[config.mk]
export PLATFORM = sky130hd
export DESIGN_NAME = sample_stream_harness
export DESIGN_NICKNAME = d
export VERILOG_FILES = /design/src/rtl/sample_stream_harness.sv
export SDC_FILE = /design/constraint.sdc
export NUM_CORES = 1
export LEC_CHECK = 0
export CAP_MARGIN = 20
export CELL_PAD_IN_SITES_DETAIL_PLACEMENT = 1
export CELL_PAD_IN_SITES_GLOBAL_PLACEMENT = 1
export CORE_ASPECT_RATIO = 0.7
export CORE_MARGIN = 10
export CORE_UTILIZATION = 48
export CTS_BUF_LIST = sky130_fd_sc_hd__clkbuf_16
export DETAILED_ROUTE_END_ITERATION = 6
export GPL_TIMING_DRIVEN = 0
export PLACE_DENSITY = 0.91
export SLEW_MARGIN = 10
export SYNTH_ARGS = -nofsm -noshare
export SYNTH_HDL_FRONTEND = slang
export SYNTH_SLANG_ARGS = --single-unit
export TNS_END_PERCENT = 20
[constraint.sdc]
create_clock -name clk -period 8.15 [get_ports clk]
set_clock_uncertainty 0.2 [all_clocks]
set_input_delay 1.63 -clock clk [delete_from_list [all_inputs] [get_ports clk]]
set_output_delay 1.63 -clock clk [all_outputs]
set_load 0.02 [all_outputs]
[src/rtl/sample_stream_harness.sv]
// Feature-stream harness: assembles NUM_A feature words into a classifier input vector,
// captures the classifier result after CLS_LAT cycles, and keeps sample/class histograms.
module sample_stream_harness #(
   parameter int NUM_A    = 6,
   parameter int WIDTH_A  = 4,
   parameter int OUTWIDTH = 2,
   parameter int CLS_LAT  = 0,
   parameter int CNT_W    = 16
) (
   input  logic                     clk,
   input  logic                     rst,
   input  logic                     feat_valid,
   input  logic [WIDTH_A-1:0]       feat_data,
   output logic                     feat_ready,
   output logic [NUM_A*WIDTH_A-1:0] inp,
   input  logic [OUTWIDTH-1:0]      cls_out,
   output logic                     res_valid,
   output logic [OUTWIDTH-1:0]      res_class,
   input  logic                     res_ready,
   output logic [CNT_W-1:0]         sample_cnt,
   input  logic [OUTWIDTH-1:0]      hist_sel,
   output logic [CNT_W-1:0]         hist_cnt,
   output logic                     busy
);

   localparam int               IDX_W    = (NUM_A > 1) ? $clog2(NUM_A) : 1;
   localparam int               BINS     = 2 ** OUTWIDTH;
   localparam logic [IDX_W-1:0] LAST_IDX = IDX_W'(NUM_A - 1);
   localparam logic [3:0]       LAT      = 4'(CLS_LAT);

   typedef enum logic [1:0] {LOAD, WAIT, HOLD} state_t;

   state_t           state, state_nxt;
   logic [IDX_W-1:0] idx;
   logic [3:0]       wait_cnt;
   logic [CNT_W-1:0] hist [BINS];
   logic             accept, capture, consume;

   function automatic logic [CNT_W-1:0] sat_inc(input logic [CNT_W-1:0] v);
      return (&v) ? v : v + 1'b1;
   endfunction

   always_ff @(posedge clk or posedge rst) begin
      if (rst) state <= LOAD;
      else     state <= state_nxt;
   end

   always_comb begin
      state_nxt = state;
      case (state)
         LOAD:    if (feat_valid && idx == LAST_IDX) state_nxt = WAIT;
         WAIT:    if (wait_cnt == 4'd0)              state_nxt = HOLD;
         HOLD:    if (res_ready)                     state_nxt = LOAD;
         default:                                    state_nxt = LOAD;
      endcase
   end

   always_comb begin
      feat_ready = (state == LOAD);
      busy       = (state != LOAD) || (idx != '0);
      accept     = feat_ready && feat_valid;
      capture    = (state == WAIT) && (wait_cnt == 4'd0);
      consume    = (state == HOLD) && res_ready;
   end

   // Datapath: feature assembly, latency countdown, result capture and statistics
   always_ff @(posedge clk or posedge rst) begin
      if (rst) begin
         idx        <= '0;
         wait_cnt   <= 4'd0;
         inp        <= '0;
         res_valid  <= 1'b0;
         res_class  <= '0;
         sample_cnt <= '0;
         for (int b = 0; b < BINS; b++) hist[b] <= '0;
      end else begin
         if (accept) begin
            for (int k = 0; k < NUM_A; k++)
               if (idx == IDX_W'(k)) inp[k*WIDTH_A +: WIDTH_A] <= feat_data;
            if (idx == LAST_IDX) begin
               idx      <= '0;
               wait_cnt <= LAT;
            end else begin
               idx <= idx + 1'b1;
            end
         end
         if (state == WAIT && wait_cnt != 4'd0) wait_cnt <= wait_cnt - 4'd1;
         if (capture) begin
            res_class <= cls_out;
            res_valid <= 1'b1;
         end
         if (consume) begin
            res_valid       <= 1'b0;
            sample_cnt      <= sat_inc(sample_cnt);
            hist[res_class] <= sat_inc(hist[res_class]);
         end
      end
   end

   assign hist_cnt = hist[hist_sel];

endmodule
==> results.yml <==
status:
  status: "complete, no violations"
routing:
  avgRoutedWirePerCell_um: 25.8
  avgViaCountPerCell: 6.14
  firstDrtPassIters: 5
  drc_errors: 0
  vias: 4390
  drt_wl_total_mm: 18.5
  ant_nets: 0
  drt_iter0_drc: 271
synth:
  ys_warn_count: 0
  synth-seq-cells: 116
  synth_mux_area_share_pct: 23.6
  synth_compound_area_share_pct: 5.57
  synth_ff_type: "dfrtp_1"
  syn_nets: 475
  synth-seq-area-share_pct: 51.7
  synth_top_cell_by_area: "dfrtp_1"
  syn_area_um2: 5620
  synth_area_leaders: "dfrtp_1 52%, mux4_2 13%, mux2_2 11%, nand2_1 3.1%, xnor2_1 2.5%"
  synth-xor-area-share_pct: 4.21
  synth_cells: 459
  synth_edf_count: 0
  synth_simple_gate_area_share_pct: 11.9
  synth_top_family_by_area: "multiplexers"
  avgSynthCellArea_um2: 12.2
  synth_top_area_share_pct: 51.7
  synthArstFlopShare_pct: 100
  yosys.area_share.adder_pct: 0.891
  ys_types: 42
place:
  detailed_place_hpwl_mm: 11.9
  routabilityCongestion: 0.830
  place_area_um2: 6550
  port_buffers: 70
clock_tree:
  htree_levels: 4
  cts-hold-fix-buffers: 0
  worstSkewPairLatency_ns: 0.42
  cts_resized: 0
  clkTransAtPathRegs_ns: 0.05
  cts_setup_buffers: 0
  cts_tree: "done"
  cts-root-buf: "clkbuf_16"
  cts_buffer_depth: 2
  cts_buffers: 17
  cts.sinks: 116
finish:
  fin_area_um2: 7120
  mostFrequentLayoutCell: "dfrtp_1"
  fin_nets: 566
  layout-drive-gt1-share_pct: 21.7
  antennaDiodeCount: 0
  layout_common_cells: "116 x dfrtp_1, 70 x clkdlybuf4s50_1, 53 x mux2_2"
  syn2layout_area_growth_pct: 26.8
worst_setup_path:
  crit_chain: "clkbuf_1 > buf_1 > mux4_2 > clkdlybuf4s50_1"
  cp_data_required_time_ns: 6.32
  slowest_stage: "buf_1"
  critPathArrivalTime_ns: 4.11
  cp.buffers_inverters: 3
  critPathMaxStageDelay_ns: 0.78
  r2r-start: "res_class[0]"
  crit_path_max_fanout: 10
  path_class: "primary input to output port"
  cp-end-kind: "output port"
  critPathLaunch: "hist_sel[0]"
  cp_top_family: "buffers and inverters"
  worstSetupStartpointType: "primary input"
hold_path:
  worstHoldStart: "hist[28]"
  min_path_type: "flip-flop to flip-flop"
grt:
  antenna_found_initial: 1
  grt_first_pass_wirelength_mm: 29.3
  grtUsageTotal_pct: 22.9
  grt_pass1_vias: 5031
  gr-total-overflow: 0
  grt_max_degree: 60
die:
  ios: 73
  core_area_um2: 11200
  dieWidth_um: 149
  row_count: 32
  die_h_um: 110
  initial_core_util_pct: 50.1
  dieArea_um2: 16500
timing:
  final.setup.tns_ns: 0
  period_minus_slack_ns: 5.94
  relSlewSlack_pct: 36.7
  post-route-period-util_pct: 72.8
  max_freq_ghz: 0.168
  slew_viol_final: 0
  worst_pin_slew_ns: 0.950
  finalHoldViolations: 0
  rsz0062_at_grt: "no"
  setup-violations-final: 0
power:
  p_per_area_nw_per_um2: 374
  leakagePower_nw: 3.04
  ir_drop_mv: 0.234
run:
  maxCapViolCount: 0
==> metrics by stage <==
stage / power [mW] / hold WS (ns) / util (%) / std cells / setup WS [ns]
6_report: 2.66 / 0.298 / 63.5 / 715 / 2.21
5_1_grt: 2.78 / 0.315 / 63.5 / 715 / 1.98
4_1_cts: 2.67 / 0.304 / 63.5 / 715 / 2.14
3_5_place_dp: 1.88 / 0.292 / 58.4 / 684 / 2.11
3_3_place_gp: 1.79 / 0.276 / 58.0 / 682 / 1.69
2_1_floorplan: 1.46 / 0.261 / - / 459 / 3.12
==> final cells by class <==
class | instances | area, µm²
tap | 153 | 191
timing repair buffer | 72 | 733
fill | 1114 | 4090
inverter | 9 | 38.8
multi-input combinational | 313 | 2590
buffer | 21 | 86.3
clock buffer | 17 | 425
sequential | 116 | 2900
clock inverter | 14 | 149
==> worst paths after layout <==
check                           cells after the start           to  slack, ns
max in group asynchronous                           3     hist[21]       5.56
worst max register to register                      9     hist[19]       4.74
min in group asynchronous                           2     state[0]       1.47
worst min register to register                      2     hist[28]       0.30
worst min-delay path                                2     hist[28]       0.30
worst max-delay path                                4  hist_cnt[4]       2.21
==> kinds of logic (layout without fill, tap and decap cells) <==
logic type,after synthesis,in the layout
and+or+nand+nor,139,139
DFF,116,116
muxes,86,86
AOI/OAI and AO/OA,57,57
buffers and inverters,30,133
xor gates and xnor gates,27,27
adders and majority gates,4,4
==> state kept, by name, summed over array words and instances (netlist names) <==
signal	count
idx	3
res_class	2
res_valid	1
state	2
hist	64
inp	24
sample_cnt	16
wait_cnt	4
==> cells in the mapped netlist, types with 2 or more instances <==
library cell,instances
nand2_1,46
nor3_1,7
mux4_2,32
or2_1,2
ha_1,4
xor2_1,11
nor4_1,2
buf_2,3
xnor2_1,16
nand2b_1,3
clkbuf_1,16
and4_4,2
inv_1,9
a21oi_1,22
nand4_1,6
nor2b_1,3
mux2_2,53
and3_1,3
and4_1,2
and2_1,3
nand3_1,19
o21ai_1,5
dfrtp_1,116
o21ai_0,22
nor2_1,35
==> power by group <==
group / switching [mW] / internal (mW)
Clock: 0.271 / 0.471
Sequential: 0.146 / 0.745
Combinational: 0.571 / 0.457
Total: 0.988 / 1.67
==> metal layers <==
metal | global-route usage (%) | part of all wire [%] | vias up
li1 | - | - | 1848
met4 | 8.18 | 2.4 | 2
met2 | 38.4 | 51 | 211
met1 | 26.7 | 39 | 2284
met5 | 0 | 0.070 | -
met3 | 7.61 | 7.3 | 45
==> worst min-delay path, stage by stage, from the launching register on <==
cell	delay, ns
dfrtp_1	0.35
nand2_1	0.05
o21ai_0	0.06
No activity file was read; power rests on OpenSTA's default activity.
